--- config.mk ---
export PLATFORM = sky130hd
export DESIGN_NAME = paddle_ctrl
export DESIGN_NICKNAME = d
export VERILOG_FILES = /design/src/rtl/pong_pkg.sv /design/src/rtl/tick_gen.sv /design/src/rtl/paddle_ctrl.sv
export SDC_FILE = /design/constraint.sdc
export NUM_CORES = 1
export LEC_CHECK = 0
export CELL_PAD_IN_SITES_DETAIL_PLACEMENT = 0
export CELL_PAD_IN_SITES_GLOBAL_PLACEMENT = 2
export CORE_AREA = 2 2 116 73
export CTS_CLUSTER_DIAMETER = 40
export DETAILED_ROUTE_END_ITERATION = 8
export DIE_AREA = 0 0 118 75
export HOLD_SLACK_MARGIN = 0.03
export PLACE_DENSITY = 0.83
export SYNTH_ARGS = -nofsm -noshare
export SYNTH_HDL_FRONTEND = slang
export SYNTH_SLANG_ARGS = --single-unit
--- constraint.sdc ---
create_clock -name clock -period 3.6 [get_ports clock]
set_input_delay 0.72 -clock clock [delete_from_list [all_inputs] [get_ports clock]]
set_output_delay 0.72 -clock clock [all_outputs]
set_load 0.02 [all_outputs]
--- src/rtl/pong_pkg.sv ---
// Shared encodings and default timing/geometry constants for the pong game blocks.
package pong_pkg;

    typedef enum logic [1:0] {
        S_IDLE   = 2'd0,
        S_HOLD   = 2'd1,
        S_REPEAT = 2'd2
    } state_t;

    typedef enum logic [1:0] {
        DIR_NONE = 2'd0,
        DIR_UP   = 2'd1,
        DIR_DN   = 2'd2
    } dir_t;

    localparam int DEF_TICK_DIV     = 1000000;
    localparam int DEF_HOLD_TICKS   = 30;
    localparam int DEF_REPEAT_TICKS = 5;
    localparam int DEF_STEP         = 4;
    localparam int DEF_Y_MIN        = 0;
    localparam int DEF_Y_MAX        = 400;
    localparam int DEF_Y_INIT       = 200;

endpackage

--- src/rtl/tick_gen.sv ---
// Free-running divider: one-cycle tick every TICK_DIV clocks.
module tick_gen
    import pong_pkg::*;
#(
    parameter int TICK_DIV = DEF_TICK_DIV
) (
    input  logic clock,
    input  logic reset,
    output logic tick
);

    localparam int CNT_W = (TICK_DIV > 1) ? $clog2(TICK_DIV) : 1;

    logic [CNT_W-1:0] cnt;

    assign tick = (cnt == CNT_W'(TICK_DIV - 1));

    always_ff @(posedge clock or posedge reset) begin
        if (reset) begin
            cnt <= '0;
        end else if (tick) begin
            cnt <= '0;
        end else begin
            cnt <= cnt + CNT_W'(1);
        end
    end

endmodule

--- src/rtl/paddle_ctrl.sv ---
// Paddle position controller: immediate move on press, then hold delay and auto-repeat.
module paddle_ctrl
    import pong_pkg::*;
#(
    parameter int TICK_DIV     = DEF_TICK_DIV,
    parameter int HOLD_TICKS   = DEF_HOLD_TICKS,
    parameter int REPEAT_TICKS = DEF_REPEAT_TICKS,
    parameter int STEP         = DEF_STEP,
    parameter int Y_MIN        = DEF_Y_MIN,
    parameter int Y_MAX        = DEF_Y_MAX,
    parameter int Y_INIT       = DEF_Y_INIT
) (
    input  logic       clock,
    input  logic       reset,
    input  logic       up_db,
    input  logic       down_db,
    input  logic       freeze,
    output logic [9:0] paddle_y,
    output logic       move_pulse,
    output logic       at_top,
    output logic       at_bottom
);

    localparam int CNT_MAX = (HOLD_TICKS > REPEAT_TICKS) ? HOLD_TICKS : REPEAT_TICKS;
    localparam int CNT_W   = $clog2(CNT_MAX + 1);

    localparam logic signed [11:0] STEP_S  = 12'(STEP);
    localparam logic signed [11:0] Y_MIN_S = 12'(Y_MIN);
    localparam logic signed [11:0] Y_MAX_S = 12'(Y_MAX);

    // Signed 12-bit math so y - STEP near the top cannot wrap before the clamp.
    function automatic logic [9:0] step_y(input logic [9:0] y, input dir_t d);
        logic signed [11:0] y_s;
        logic signed [11:0] nxt;
        y_s = $signed({2'b00, y});
        nxt = y_s;
        if (d == DIR_UP) begin
            nxt = y_s - STEP_S;
            if (nxt < Y_MIN_S) nxt = Y_MIN_S;
        end else if (d == DIR_DN) begin
            nxt = y_s + STEP_S;
            if (nxt > Y_MAX_S) nxt = Y_MAX_S;
        end
        return nxt[9:0];
    endfunction

    state_t           state, state_n;
    dir_t             dir, dir_q;
    logic [CNT_W-1:0] hold_cnt, cnt_n, cnt_inc;
    logic             tick, press, do_move;
    logic [9:0]       y_next;

    tick_gen #(.TICK_DIV(TICK_DIV)) u_tick_gen (
        .clock (clock),
        .reset (reset),
        .tick  (tick)
    );

    always_comb begin
        dir = DIR_NONE;
        if (up_db && !down_db)      dir = DIR_UP;
        else if (down_db && !up_db) dir = DIR_DN;
    end

    assign press   = (dir != DIR_NONE) && (dir != dir_q);
    assign cnt_inc = hold_cnt + CNT_W'(1);
    assign y_next  = step_y(paddle_y, dir);

    always_comb begin
        state_n = state;
        cnt_n   = hold_cnt;
        do_move = 1'b0;
        if (freeze) begin
            state_n = S_IDLE;
            cnt_n   = '0;
        end else if (press) begin
            do_move = 1'b1;
            cnt_n   = '0;
            state_n = S_HOLD;
        end else begin
            unique case (state)
                S_HOLD, S_REPEAT: begin
                    if (dir == DIR_NONE) begin
                        state_n = S_IDLE;
                        cnt_n   = '0;
                    end else if (tick) begin
                        // Same counter serves both phases; only the terminal count differs.
                        if (cnt_inc == ((state == S_HOLD) ? CNT_W'(HOLD_TICKS) : CNT_W'(REPEAT_TICKS))) begin
                            do_move = 1'b1;
                            cnt_n   = '0;
                            state_n = S_REPEAT;
                        end else begin
                            cnt_n = cnt_inc;
                        end
                    end
                end
                default: begin
                    state_n = S_IDLE;
                    cnt_n   = '0;
                end
            endcase
        end
    end

    always_ff @(posedge clock or posedge reset) begin
        if (reset) begin
            state      <= S_IDLE;
            dir_q      <= DIR_NONE;
            hold_cnt   <= '0;
            paddle_y   <= 10'(Y_INIT);
            move_pulse <= 1'b0;
        end else begin
            state      <= state_n;
            dir_q      <= dir;
            hold_cnt   <= cnt_n;
            if (do_move) paddle_y <= y_next;
            move_pulse <= do_move && (y_next != paddle_y);
        end
    end

    assign at_top    = (paddle_y == 10'(Y_MIN));
    assign at_bottom = (paddle_y == 10'(Y_MAX));

endmodule

### Yosys cells after proc, flatten, opt, wreduce, memory -nomap -nowiden

Cells that the tools add are included.

| storage, ports and cells | value |
|---|---|
| logic and storage cells | 60 |
| bits in registers | 40 |
| output and inout port bits | 13 |
| bits of input ports | 5 |

| cells by class | value |
|---|---|
| eq/ne operators | 11 |
| add/subtract/negate cells | 4 |
| reduce and logical (&&, ||, !) cells | 11 |
| muxes and demuxes | 26 |
| order comparisons | 2 |

Operators with widths:

| kind | number |
|---|---|
| 2-to-1 mux 10 bit | 4 |
| 2-to-1 mux 5 bit | 7 |
| adder 20 x 1 -> 20 bit (second input constant) | 1 |
| == test 20 bit (second input constant) | 1 |
| 2-to-1 mux 20 bit | 1 |
| 2-to-1 mux 2 bit | 8 |
| adder 10 x 3 -> 11 bit (second input constant) | 1 |
| > comparator 11 x 9 -> 1 bit (second input constant) | 1 |
| < comparator 11 x 1 -> 1 bit (second input constant) | 1 |
| subtractor 10 x 3 -> 11 bit (second input constant) | 1 |
| == test 10 x 9 -> 1 bit (second input constant) | 1 |
| zero test 10 bit | 1 |
| != test 10 bit | 1 |
| != test 5 bit (second input constant) | 2 |
| 2-to-1 mux 1 bit | 6 |
| adder 5 x 1 -> 5 bit (second input constant) | 1 |
| == test 5 bit | 1 |
| == test 2 x 1 -> 1 bit (second input constant) | 2 |
| == test 2 bit (second input constant) | 2 |
| logical AND 1 bit | 4 |
| zero test 1 bit | 2 |
| zero test 2 bit | 1 |
| != test 2 bit | 1 |
| AND reduction 2 bit | 1 |
| 2 further kinds | 2 |

### Depth between registers and ports, before layout

Gate-level depths: netlist of the first run.

| logic depth | value |
|---|---|
| depth in word-level cells | 10 |
| mapped depth | 10 |
| gate-level depth less buffers | 9 |

### Hierarchy

From an unflattened synthesis of the first run, not the netlist that was laid out.

| second synthesis, totals | value |
|---|---|
| cell total of the unflattened synthesis | 320 |
| area total of the unflattened synthesis | 2808.9 µm² |

By module, submodules not included:

| module | area an instance (µm²) | cells an instance | instances | sequential area each (µm²) |
|---|---|---|---|---|
| paddle_ctrl | 1836.8 | 224 | 1 | 504.2 |
| tick_gen | 972.2 | 96 | 1 | 500.5 |

### Worst setup path before layout of the first run

Ideal clock, no wire load.

| path | value |
|---|---|
| kind | reg-to-reg |
| from | register paddle_y[3] |
| to | register paddle_y[6] |
| data arrival time | 2.663 ns |
| path buffers | 2 |
| setup time | 0.098 ns |
| period minus slack after synthesis | 2.761 ns |
| stages on the path, launching flop included | 11 |
| data required time | 3.502 ns |
| setup slack | 0.839 ns |
| path through | dfstp_2 ha_1 buf_2 inv_1 nor4b_1 a221oi_1 or4_1 buf_2 a2111oi_0 a221oi_1 o311ai_1 |

| on the way | value |
|---|---|
| cells in the longest elaborated chain, start to end | 5 |
| elaborated cells between the ends (all ways) | 8 |
| those cells by class | add/sub: 2; order compare: 2; mux: 4 |

Ends and longest elaborated chain:

| item | line | RTL |
|---|---|---|
| start: declaration | paddle_ctrl.sv:18 | `output logic [9:0] paddle_y,` |
| start signal: assignment | paddle_ctrl.sv:110 | `paddle_y <= 10'(Y_INIT);` |
| start signal: assignment | paddle_ctrl.sv:116 | `if (do_move) paddle_y <= y_next;` |
| adder 10 x 3 -> 11 bit | paddle_ctrl.sv:41 | `nxt = y_s + STEP_S;` |
| > comparator 11 x 9 -> 1 bit | paddle_ctrl.sv:42 | `if (nxt > Y_MAX_S) nxt = Y_MAX_S;` |
| 2-to-1 mux 10 bit | paddle_ctrl.sv:42 |  |
| 2-to-1 mux 10 bit | paddle_ctrl.sv:40 | `end else if (d == DIR_DN) begin` |
| 2-to-1 mux 10 bit (*) | paddle_ctrl.sv:37 | `if (d == DIR_UP) begin` |

Mark *: on every way between the ends. The rest lies on a longest branch, timed or not.
A chain may end at the register's enable or synchronous reset.

### Worst setup path in the final report of the first run

Ends and elaborated chain as after synthesis.

==> results.sh, run 1 <==
export IMPL_synth_cell_types=63
export IMPL_gr_total_overflow=0
export IMPL_antenna_found_initial=0
export IMPL_cts_hold_fix_buffers=0
export IMPL_mostFrequentLayoutCells="37 x dfrtp_1, 29 x nand2_1, 27 x nor2_1"
export IMPL_seqPwrFrac_pct=36.4
export IMPL_finalHoldViolations=0
export IMPL_wirelength_um=6390
export IMPL_p_leak_nw=1.24
export IMPL_synthArstFlopShare_pct=100
export IMPL_port_buffers=17
export IMPL_wl_per_cell_um=14.8
export IMPL_final_common_cell="dfrtp_1"
export IMPL_use_met3_pct=4.02
export IMPL_p_sw_uw=642
export IMPL_reg2reg_slack_ns=0.50
export IMPL_initial_utilization_pct=34.6
export IMPL_rsz0062_at_grt="false"
export IMPL_die_w_um=118
export IMPL_use_met1_pct=24.8
export IMPL_cp_required_ns=3.78
export IMPL_postSynthCellCount=304
export IMPL_tritoncts_num_buffers=5
export IMPL_drt_iter0_markers=209
export IMPL_period_needed_ns=3.10
export IMPL_die_h_um=75
export IMPL_report_final_slew_viol_count=0
export IMPL_drive_above_1_share_pct=10.2
export IMPL_met2_usage_pct=19.9
export IMPL_p_per_area_mw_per_mm2=559
export IMPL_finalClockSkew_ns=0.00595
export IMPL_drc_errors=0
export IMPL_yosysSeqAreaShare_pct=37.6
export IMPL_grt_max_degree=17
export IMPL_min_period_over_period_pct=86.0
export IMPL_fin_area_mm2=0.00310
export IMPL_area_delta_synth_final_pct=15.9
export IMPL_pwr_share_clk_pct=29.6
export IMPL_design_core_area_mm2=0.00773
export IMPL_max_freq_mhz=323
export IMPL_ir_drop_mv=0.250
export IMPL_grt_pass1_vias=2038
export IMPL_cp_start_kind="register"
export IMPL_clock_sinks=40
export IMPL_synth_edf_count=0
export IMPL_relSlewSlack_pct=54.1
export IMPL_netlist_area_mm2=0.00268
export IMPL_grt_busiest_layer="met1"
export IMPL_nets=336
export IMPL_placed_area_mm2=0.00293
export IMPL_crit_type="register to register"
export IMPL_fin_tns_setup_ns=0
export IMPL_setup_violations=0
export IMPL_grt_pass1_wl_um=10600
export IMPL_power_frac_comb_pct=33.9
export IMPL_cp_data_arrival_time_ns=3.28
export IMPL_post_cts_buffers=0
export IMPL_place_gp_congestion=0.973
export IMPL_critPathMaxFanout=10
export IMPL_worst_pin_slew_ns=0.683
export IMPL_place_hpwl_um=4800
export IMPL_intPower_mw=1.09
export IMPL_antenna_cells=0
export IMPL_holdCritPathClass="register to register"
export IMPL_syn_nets=319
export IMPL_synth_ff_type="dfrtp_1"
export IMPL_tritoncts="built"
export IMPL_netSwitchingFraction_pct=37.0
export IMPL_via_count=2326
export IMPL_ant_nets=0
export IMPL_io_pins=18
export IMPL_drtPass1Iterations=4
export IMPL_maxCapViolCount=0
export IMPL_via_per_inst=5.41
export IMPL_rows=25
export IMPL_end_kind="register"
export IMPL_synth_warning_count=0
export IMPL_clock_path_buffers=2
export IMPL_cts_resized=0
export IMPL_cts_root_buffer="clkbuf_16"
export IMPL_dieArea_mm2=0.00885
export IMPL_clkSlewWorstSetupHoldPaths_ns=0.06
export IMPL_avgSynthCellArea_um2=8.80
export IMPL_insertion_delay_ns=0.29
export IMPL_yosys_register_bits=40
export IMPL_htreeDepth=2
export IMPL_track_usage_pct=15.4
export IMPL_status="completed"
## registers in the layout, summed over array words and instances, names as in the netlist
| signal | cells |
|---|---|
| hold_cnt | 5 |
| state | 2 |
| paddle_y | 10 |
| dir_q | 2 |
| move_pulse | 1 |
| u_tick_gen.cnt | 20 |
## kinds of logic (layout without fill, tap and decap cells)
kind of cell    count (synthesis)  in the layout  synth area share (%)
simple gates                  132            132                  26.7
flops                          40             40                  37.6
mux                             3              3                  1.17
xor+xnor                       19             19                  6.22
compound gates                 74             74                  17.9
fa+ha+maj                      10             10                  4.68
buf+inv                        26             44                  5.85
## routing by layer
metal,vias up,share of wire [%]
li1,1140,-
met1,1107,55
met2,71,38
met3,8,6.3
met4,0,0.83
met5,-,0
## cell type report
class | count | area (um2)
Multi-Input combinational cell | 238 | 1520
Inverter | 12 | 45.0
Fill cell | 798 | 4630
Sequential cell | 40 | 1000
Clock buffer | 5 | 125
Tap cell | 108 | 135
Clock inverter | 3 | 46.3
Timing Repair Buffer | 24 | 223
## per-stage QoR
step	util (%)	hold WS [ns]	total power, mW	instances	worst slack [ns]
after floorplan	-	0.447	1.02	304	0.839
after global placement	37.9	0.462	1.24	422	0.693
after detailed placement	37.9	0.464	1.21	422	0.576
after CTS	40.1	0.476	1.74	430	0.555
after global routing	40.1	0.485	1.84	430	0.299
final	40.1	0.474	1.73	430	0.503
## cell usage after synthesis, types with 2 or more instances
library cell | count | area (um2)
dfrtp_1 | 37 | 926
nand2_1 | 29 | 109
nor2_1 | 27 | 101
a21oi_1 | 18 | 90.1
nand3_1 | 15 | 75.1
o21ai_0 | 13 | 65.1
inv_1 | 12 | 45.0
xnor2_1 | 11 | 96.3
ha_1 | 10 | 125
nor3_1 | 10 | 50.1
o21ai_1 | 9 | 45.0
nand4_1 | 8 | 50.1
xor2_1 | 8 | 70.1
and2_1 | 6 | 37.5
and3_1 | 6 | 37.5
clkbuf_1 | 5 | 18.8
a31oi_1 | 4 | 25.0
nor2b_1 | 4 | 25.0
a221oi_1 | 3 | 26.3
a22o_1 | 3 | 26.3
buf_6 | 3 | 33.8
clkbuf_8 | 3 | 41.3
dfstp_2 | 3 | 78.8
nand3b_1 | 3 | 22.5
nor4b_1 | 3 | 26.3
o21a_1 | 3 | 22.5
or3_1 | 3 | 18.8
or4_1 | 3 | 22.5
a21o_1 | 2 | 15.0
buf_2 | 2 | 10.0
mux2i_1 | 2 | 20.0
nor4_1 | 2 | 12.5
o22ai_1 | 2 | 12.5
or2_2 | 2 | 12.5
or4_4 | 2 | 22.5
## worst paths after layout
| path | start | to | depth (start not counted) |
|---|---|---|---|
| worst max-delay path | paddle_y[3] | paddle_y[6] | 8 |
| worst min-delay path | u_tick_gen.cnt[4] | u_tick_gen.cnt[4] | 1 |
| worst max register to register | paddle_y[3] | paddle_y[6] | 8 |
| worst min register to register | u_tick_gen.cnt[4] | u_tick_gen.cnt[4] | 1 |
| max in group asynchronous | reset | paddle_y[6] | 3 |
| min in group asynchronous | reset | u_tick_gen.cnt[2] | 2 |
## power groups by stage
stage               Sequential [mW]  Clock (mW)  Combinational [mW]
detailed placement            0.635           0               0.577
global route                  0.647       0.547               0.648
floorplan                     0.618           0               0.400
finish                        0.632       0.514               0.588
global placement              0.642           0               0.597
CTS                           0.627       0.528               0.581
## worst max-delay path, stage by stage, from the launching register on
cell and delay, ns:
dfstp_2 0.63, ha_1 0.34, inv_1 0.07, nor4b_1 0.29, a221oi_1 0.16, or4_1 0.66, a2111oi_0 0.48, a221oi_1 0.09
o311ai_1 0.27
Note: power is estimated with default switching activity, not from simulation.
==> inputs of run 2 (changes only) <==
--- a/config.mk
+++ b/config.mk
@@ -11,6 +11,7 @@
 export CTS_CLUSTER_DIAMETER = 40
 export DETAILED_ROUTE_END_ITERATION = 8
 export DIE_AREA = 0 0 118 75
+export GPL_ROUTABILITY_DRIVEN = 0
 export HOLD_SLACK_MARGIN = 0.03
 export PLACE_DENSITY = 0.83
 export SYNTH_ARGS = -nofsm -noshare
==> results of run 2 <==
The final DEF is identical to that of run 1; final timing and power are the same.
